$ cat src/rtl/ram_port_arbiter_pkg.sv
// Shared definitions for the two-port RAM arbiter: default widths and owner encoding.
package ram_port_arbiter_pkg;

  localparam int DEF_DATA_WIDTH = 32;
  localparam int DEF_ADDR_WIDTH = 7;

  typedef enum logic {
    OWNER_A = 1'b0,
    OWNER_B = 1'b1
  } owner_e;

endpackage

$ cat src/rtl/rr_arbiter2.sv
// Two-way round-robin arbiter: combinational grant, registered priority pointer.
module rr_arbiter2
  import ram_port_arbiter_pkg::*;
(
  input  logic clk,
  input  logic rst,
  input  logic i_valid_a,
  input  logic i_valid_b,
  output logic o_grant_a,
  output logic o_grant_b
);

  owner_e r_ptr;
  logic   w_pick_a;

  always_comb begin
    w_pick_a  = i_valid_a && (!i_valid_b || r_ptr == OWNER_A);
    o_grant_a = !rst && w_pick_a;
    o_grant_b = !rst && i_valid_b && !w_pick_a;
  end

  // Priority always moves to whichever side lost (or was idle) this grant.
  always_ff @(posedge clk) begin
    if (rst)            r_ptr <= OWNER_A;
    else if (o_grant_a) r_ptr <= OWNER_B;
    else if (o_grant_b) r_ptr <= OWNER_A;
  end

endmodule

$ cat src/rtl/ram_port_arbiter.sv
// Arbitrates two requesters onto one single-port RAM; 3-stage in-order pipeline
// returns the pre-access word to the owning requester.
module ram_port_arbiter
  import ram_port_arbiter_pkg::*;
#(
  parameter int DATA_WIDTH = DEF_DATA_WIDTH,
  parameter int ADDR_WIDTH = DEF_ADDR_WIDTH
) (
  input  logic                  clk,
  input  logic                  rst,
  input  logic                  a_req_valid,
  output logic                  a_req_ready,
  input  logic                  a_req_we,
  input  logic [ADDR_WIDTH-1:0] a_req_address,
  input  logic [DATA_WIDTH-1:0] a_req_d,
  output logic                  a_rsp_valid,
  output logic [DATA_WIDTH-1:0] a_rsp_q,
  input  logic                  b_req_valid,
  output logic                  b_req_ready,
  input  logic                  b_req_we,
  input  logic [ADDR_WIDTH-1:0] b_req_address,
  input  logic [DATA_WIDTH-1:0] b_req_d,
  output logic                  b_rsp_valid,
  output logic [DATA_WIDTH-1:0] b_rsp_q,
  output logic                  ram_we,
  output logic [ADDR_WIDTH-1:0] ram_address,
  output logic [DATA_WIDTH-1:0] ram_d,
  input  logic [DATA_WIDTH-1:0] ram_q
);

  logic                  w_grant_a, w_grant_b, w_accept, w_we;
  owner_e                w_owner;
  logic [ADDR_WIDTH-1:0] w_addr;
  logic [DATA_WIDTH-1:0] w_d;

  logic                  r_s1_valid, r_s2_valid;
  owner_e                r_s1_owner, r_s2_owner;
  logic                  r_ram_we;
  logic [ADDR_WIDTH-1:0] r_ram_address;
  logic [DATA_WIDTH-1:0] r_ram_d;
  logic                  r_a_rsp_valid, r_b_rsp_valid;
  logic [DATA_WIDTH-1:0] r_a_rsp_q, r_b_rsp_q;

  rr_arbiter2 u_arb (
    .clk       (clk),
    .rst       (rst),
    .i_valid_a (a_req_valid),
    .i_valid_b (b_req_valid),
    .o_grant_a (w_grant_a),
    .o_grant_b (w_grant_b)
  );

  always_comb begin
    w_accept = w_grant_a || w_grant_b;
    w_owner  = w_grant_b ? OWNER_B : OWNER_A;
    w_we     = w_grant_b ? b_req_we      : a_req_we;
    w_addr   = w_grant_b ? b_req_address : a_req_address;
    w_d      = w_grant_b ? b_req_d       : a_req_d;
  end

  // S1: issue to RAM; address/data hold across idle cycles.
  always_ff @(posedge clk) begin
    if (rst) begin
      r_s1_valid    <= 1'b0;
      r_s1_owner    <= OWNER_A;
      r_ram_we      <= 1'b0;
      r_ram_address <= '0;
      r_ram_d       <= '0;
    end else begin
      r_s1_valid <= w_accept;
      r_ram_we   <= w_accept && w_we;
      if (w_accept) begin
        r_s1_owner    <= w_owner;
        r_ram_address <= w_addr;
        r_ram_d       <= w_d;
      end
    end
  end

  // S2 tracks the RAM read latency; S3 captures ram_q for the owner.
  always_ff @(posedge clk) begin
    if (rst) begin
      r_s2_valid    <= 1'b0;
      r_s2_owner    <= OWNER_A;
      r_a_rsp_valid <= 1'b0;
      r_b_rsp_valid <= 1'b0;
      r_a_rsp_q     <= '0;
      r_b_rsp_q     <= '0;
    end else begin
      r_s2_valid    <= r_s1_valid;
      r_s2_owner    <= r_s1_owner;
      r_a_rsp_valid <= r_s2_valid && r_s2_owner == OWNER_A;
      r_b_rsp_valid <= r_s2_valid && r_s2_owner == OWNER_B;
      if (r_s2_valid && r_s2_owner == OWNER_A) r_a_rsp_q <= ram_q;
      if (r_s2_valid && r_s2_owner == OWNER_B) r_b_rsp_q <= ram_q;
    end
  end

  assign a_req_ready = w_grant_a;
  assign b_req_ready = w_grant_b;
  assign ram_we      = r_ram_we;
  assign ram_address = r_ram_address;
  assign ram_d       = r_ram_d;
  assign a_rsp_valid = r_a_rsp_valid;
  assign a_rsp_q     = r_a_rsp_q;
  assign b_rsp_valid = r_b_rsp_valid;
  assign b_rsp_q     = r_b_rsp_q;

endmodule

$ cat config.mk
export PLATFORM = sky130hd
export DESIGN_NAME = ram_port_arbiter
export DESIGN_NICKNAME = d
export VERILOG_FILES = /design/src/rtl/ram_port_arbiter_pkg.sv /design/src/rtl/rr_arbiter2.sv /design/src/rtl/ram_port_arbiter.sv
export SDC_FILE = /design/constraint.sdc
export NUM_CORES = 1
export LEC_CHECK = 0
export ABC_AREA = 1
export ABC_CLOCK_PERIOD_IN_PS = 1400
export CORE_MARGIN = 10
export CORE_UTILIZATION = 41
export DETAILED_ROUTE_END_ITERATION = 16
export PLACE_DENSITY = 0.81
export SYNTH_ARGS = -nofsm -noshare
export SYNTH_HDL_FRONTEND = slang
export SYNTH_SLANG_ARGS = --single-unit
$ cat constraint.sdc
create_clock -name clk -period 1.4 [get_ports clk]
set_input_delay 0.28 -clock clk [delete_from_list [all_inputs] [get_ports clk]]
set_output_delay 0.28 -clock clk [all_outputs]
set_load 0.02 [all_outputs]
Word-level counts from Yosys, hierarchy flattened
Cells that the tools add are included.
{"block": "word_totals", "register_bits": 111, "wordCells": 33}
{"block": "op_classes", "mux": 6, "n_bitwise": 2, "reduce_logical": 13}
{"op": "$mux 32", "count": 1}
{"op": "$logic_and 1x1->1", "count": 7}
{"op": "$mux 7", "count": 1}
{"op": "$mux 1", "count": 4}
{"op": "$logic_not 1->1", "count": 3}
{"op": "$logic_or 1x1->1", "count": 2}
{"op": "$not 1->1", "count": 2}
{"op": "$reduce_bool 2->1", "count": 1}

Logic depth before layout (Yosys ltp)
Gate-level depths: netlist of the first run.
{"block": "depth", "ltp_word": 7, "ltp_mapped": 8}

Hierarchy
Synthesis of the first run repeated with hierarchy kept, for this count alone.
{"block": "hier_totals", "hier_cells": 609, "hier_area_um2": 4339.2}
{"module": "ram_port_arbiter", "instances": 1, "cells_each": 598, "area_per_inst_um2": 4281.6, "seq_area_each_um2": 2202.1}
{"module": "rr_arbiter2", "instances": 1, "cells_each": 11, "area_per_inst_um2": 57.6, "seq_area_each_um2": 20.0}

Worst setup path after synthesis of the first run
OpenSTA, ideal clock, no wires.
{"block": "synth_timing", "path_kind": "input-to-output", "start": "in rst", "end": "out a_req_ready", "arrival_time_ns": 0.935, "setup_slack_ns": 0.185, "cell_stages": 5, "n_path_buf": 2, "path_cell_list": "buf_6 > inv_2 > nand3_4 > buf_2 > inv_1"}
{"block": "synth_between", "elab_chain_cells": 2}
{"element": "from (decl)", "line": "ram_port_arbiter.sv:10", "text": "input logic rst,"}
{"element": "$logic_not 1->1", "line": "rr_arbiter2.sv:18", "text": "o_grant_a = !rst && w_pick_a;"}
{"element": "$logic_and 1x1->1", "line": "rr_arbiter2.sv:18"}
{"element": "to (decl)", "line": "ram_port_arbiter.sv:12", "text": "output logic a_req_ready,"}
Every way passes these cells.

Final worst setup path of the first run
{"block": "layout_timing", "start": "reg u_arb.r_ptr", "end": "out a_req_ready"}
{"block": "layout_between", "elab_chain_cells": 4}
{"element": "from (decl)", "line": "rr_arbiter2.sv:13", "text": "owner_e r_ptr;"}
{"element": "from (signal assigned)", "line": "rr_arbiter2.sv:24", "text": "if (rst) r_ptr <= OWNER_A;"}
{"element": "from (signal assigned)", "line": "rr_arbiter2.sv:25", "text": "else if (o_grant_a) r_ptr <= OWNER_B;"}
{"element": "from (signal assigned)", "line": "rr_arbiter2.sv:26", "text": "else if (o_grant_b) r_ptr <= OWNER_A;"}
{"element": "$not 1->1", "line": "rr_arbiter2.sv:17", "text": "w_pick_a = i_valid_a && (!i_valid_b || r_ptr == OWNER_A);"}
{"element": "$logic_or 1x1->1", "line": "rr_arbiter2.sv:17"}
{"element": "$logic_and 1x1->1", "line": "rr_arbiter2.sv:17"}
{"element": "$logic_and 1x1->1", "line": "rr_arbiter2.sv:18"}
Every way passes these cells.

==> results, run 1 <==
- The layout-stage area growth over the synthesis result is 56.7%.
- In the global route stage, overall resource usage came out at 18.8%.
- For this design, the sink count on the clock tree is 111.
- For this run, the post-layout net count is 953.
- The most frequently used cell type in the post-synthesis netlist is nor2_1.
- Entering global routing, the biggest net connects 57 pins.
- The number of antenna violations at the first check in global routing is 0.
- Sorting the synthesized cells by area gives the leading types as dfxtp_1 (48%), nor2_1 (13%), o21ai_0 (7.1%), nand3_1 (6.9%), nand2_1 (6.7%).
- Setup repair after global routing could not meet its margin everywhere.
- The average routed wire per standard cell is 15.9 um.
- The distinct cell type count after synthesis is 19.
- The fraction of synthesis flops using an asynchronous set or reset pin is 0%.
- The cell at the root of the clock tree is clkbuf_16.
- The worst setup path is captured at an output pin.
- The largest clock skew in the final design is 0.00739 ns.
- The length of the first detailed-routing pass in iterations is 5.
- The number of storage elements in the synthesis netlist is 111.
- The capturing instance or port of the critical path is a_req_ready.
- The slowest stage of the critical path belongs to the cell dfxtp_2.
- Routability-driven placement finished with a final weighted congestion of 0.886.
- The max-slew headroom at the worst pin is 67.7%.
- After synthesis, flip-flops and latches occupy 48.2% of the total area.
- The largest fanout on the critical path is 3.
- The setup check on the worst reg-to-reg path leaves a slack of 0.09 ns.
- The die is 126 um tall.
- The dominant delay contributor by cell family on the critical path is flip-flops.
- The final critical path takes up 99.3% of the cycle.
- The number of placement rows is 38.
- The capture instance of the worst register-to-register path is ram_d[6]$_SDFFE_PP0P_.
- The startpoint of the tightest hold check path is r_s1_valid$_SDFF_PP0_.
- The number of global-route vias before repair was 4851.
- After floorplanning, the core was sized to cover 10900 um2.
- Measured along the x axis, the die boundary spans 126 um.
- The number of DRC violations after detailed routing is 0.
- For the pin with the worst max-slew slack, the measured transition is 0.484 ns.
- The run finished with clean final reports.
- The type of origin of the critical path is a flip-flop.
- The ratio of routed vias to standard cells is 4.93.
- The final number of max-transition violations was 0.
- The most used flip-flop cell after synthesis is dfxtp_1.
- The setup path with the least slack is of type flip-flop to output pin.
- In this run, synthesis inferred 0 flip-flops with an integrated enable.
- The H-tree depth reported by CTS is 3.
- TritonCTS built the clock tree.
- The maximum buffer depth of the clock tree is 2.
- The class of the worst hold path is flip-flop to flip-flop.
- In the final layout, the multi-input gates occupy 2040 um2.
- Ranked by instance count, the synthesized netlist is headed by nor2_1 (164), dfxtp_1 (111), nand2_1 (82).
- The average cell area after synthesis is 7.38 um2.
- The die covers 15900 um2.
- The post-route non-filler standard cell count is 982.
- Of all cell types, the one taking the most synthesized area is dfxtp_1.
- After the first detailed-routing iteration, the DRC count stood at 393.
- The cell area power density is 1090 nW/um2.
- In this run the tool buffered the top-level ports with 223 buffer cells.
- Counting the buffers created by CTS gives 9.
- The number of hold buffers added after CTS was 0.
- In this design, the stage delay of the slowest critical-path cell is 0.36 ns.
- 224 I/O pins were placed.
- In this run the worst setup path begins at u_arb.r_ptr$_SDFFE_PP0P_.
- The share of cells above drive strength 1 is 6.29%.
- The critical path goes through nand2_4 -> buf_6 -> nand3_4 -> inv_2 -> buf_6.
- The effective utilization at floorplan is 42.2%.
- The count of mapped cells out of synthesis is 625.
- The leakage power total is 3.55 nW.
- The overflow left after global routing is 0.
- The HPWL after detailed placement is 11800 um.
- The data arrival time of the worst path is 1.11 ns.
- The clock reaches the later pin of the worst-skew pair after 0.34 ns.
- The number of placed instances, taps included, is 966.
- Yosys printed 0 warnings.
- The clock transition at the registers of the reported paths is 0.07 ns.
- Summed over all layers, the routed wires come to 15600 um.
- The filler cells instantiated in the layout total 903.
- After synthesis the cells add up to 4610 um2.
- Max-cap violations in this run came to 0.
- The share of Yosys cell area claimed by the top area cell type is 48.2%.
- The repair_antennas step left the layout with diodes totalling 0.
- The first global-routing pass estimated 24800 um of wire.
- The count of buffers added by post-CTS timing repair for setup is 0.
- Data on the critical path is required at its endpoint by 1.12 ns.
- The minimum clock period after layout is 1.39 ns.
- The cell occurring most often along the worst timing path is buf_6.
- The number of cells traversed by the worst register-to-register path is 8.
- The critical register-to-register path startpoint is u_arb.r_ptr$_SDFFE_PP0P_.
- The count of buffering cells on the critical path with inverters included is 3.
- The final setup violation count is 0.
- The hold violation total from the final report came to 0.
- The total area of sequential cells is 2220 um2.
- The final total negative setup slack is 0 ns.
- Counting buffers and inverters, the worst setup path is 5 cells deep.
- The maximum achievable frequency is 719 MHz.
- The detail route stage leaves a number of antenna-violating nets equal to 0.
- VDD sags by at most 0.000683 V.
- The net count of the mapped netlist is 741.
- Across all layers, the routed design uses 4843 vias.
-- per-layer routing --
metal / global-route usage [%] / vias to the layer above / share of wire (%)
met5: 0 / - / 0
met4: 7.03 / 0 / 2.1
met3: 8.35 / 23 / 12
met2: 30.3 / 207 / 46
met1: 21.5 / 2192 / 41
li1: - / 2421 / -
-- power breakdown --
group	total (W)	leakage, nW	internal [W]	switching (W)
Clock	0.00280	0.163	0.00167	0.00113
Combinational	0.00162	2.47	0.000744	0.000878
Sequential	0.00348	0.913	0.00338	0.000103
-- worst min-delay path by stage --
| stage | end | slack (ns) | depth (start not counted) |
|---|---|---|---|
| final | r_s2_valid$_SDFF_PP0_ | 0.40 | 2 |
| after global routing | r_s2_valid$_SDFF_PP0_ | 0.43 | 2 |
| after CTS | r_s2_valid$_SDFF_PP0_ | 0.41 | 2 |
| after detailed placement | r_s2_valid$_SDFF_PP0_ | 0.40 | 2 |
| after global placement | r_s2_valid$_SDFF_PP0_ | 0.40 | 2 |
| after floorplan | r_s2_valid$_SDFF_PP0_ | 0.39 | 2 |
-- worst min-delay path, stage by stage, from the launching register on --
cell	delay [ns]
dfxtp_1	0.30
inv_1	0.04
nor2_1	0.03
-- through the flow --
step / setup slack (ns) / hold slack [ns] / cell area, um2 / power [W] / utilization (%)
after floorplan: 0.185 / 0.388 / 4610 / 0.00437 / -
after global placement: -0.635 / 0.396 / 6990 / 0.00528 / 63.9
after detailed placement: -0.654 / 0.404 / 6990 / 0.00532 / 63.9
after CTS: 0.00320 / 0.409 / 7210 / 0.00796 / 65.9
after global routing: -0.0314 / 0.428 / 7230 / 0.00824 / 66.1
final: 0.00961 / 0.401 / 7230 / 0.00791 / 66.1
-- layout make-up --
type	count	share of cell area, %
multi-input cells	434	28.3
flip-flops and latches	111	30.8
well taps	140	2.42
clock inverters	4	1.07
repair buffers	245	32.0
clock buffers	12	3.55
inverters	36	1.90
-- state kept, by name, indices dropped and copies added (netlist names) --
name,cells
a_rsp_q,32
a_rsp_valid,1
b_rsp_q,32
b_rsp_valid,1
r_s1_owner,1
r_s1_valid,1
r_s2_owner,1
r_s2_valid,1
ram_address,7
ram_d,32
ram_we,1
u_arb.r_ptr,1
-- what timing repair did --
action | in CTS | in global routing
endpoints found under the hold margin | 0 | 0
pin swaps | 0 | 0
setup endpoints to repair | 211 | 41
resized for setup | 128 | 7
-- cells in the final DEF (no fill, tap or decap) --
cell,n
nand3b_1,39
nor2_8,1
inv_4,1
buf_6,5
clkbuf_16,9
nand2_2,2
nand3_1,64
buf_4,15
o21ai_1,1
clkdlybuf4s50_1,112
buf_12,2
dfxtp_2,1
bufinv_16,2
buf_8,1
dfxtp_1,110
nand3_4,1
a21boi_0,12
o21ai_0,65
clkinv_4,2
clkbuf_1,1
nand2_4,2
a21boi_1,2
clkbuf_8,3
nand2_1,81
nor2_2,1
inv_1,30
dlygate4sd2_1,109
nor2_1,163
inv_2,5
-- cells by family after synthesis --
family | share of synthesized area (%)
AOI/OAI and AO/OA | 9.44
buffers and inverters | 7.71
DFF | 48.2
and+or+nand+nor | 34.7
Note: power is estimated with default switching activity, not from simulation.
==> inputs of run 2 (changes only) <==
SLEW_MARGIN = 20   (was default)
==> results of run 2 <==
Final layout, timing and power as in run 1 (identical DEF).
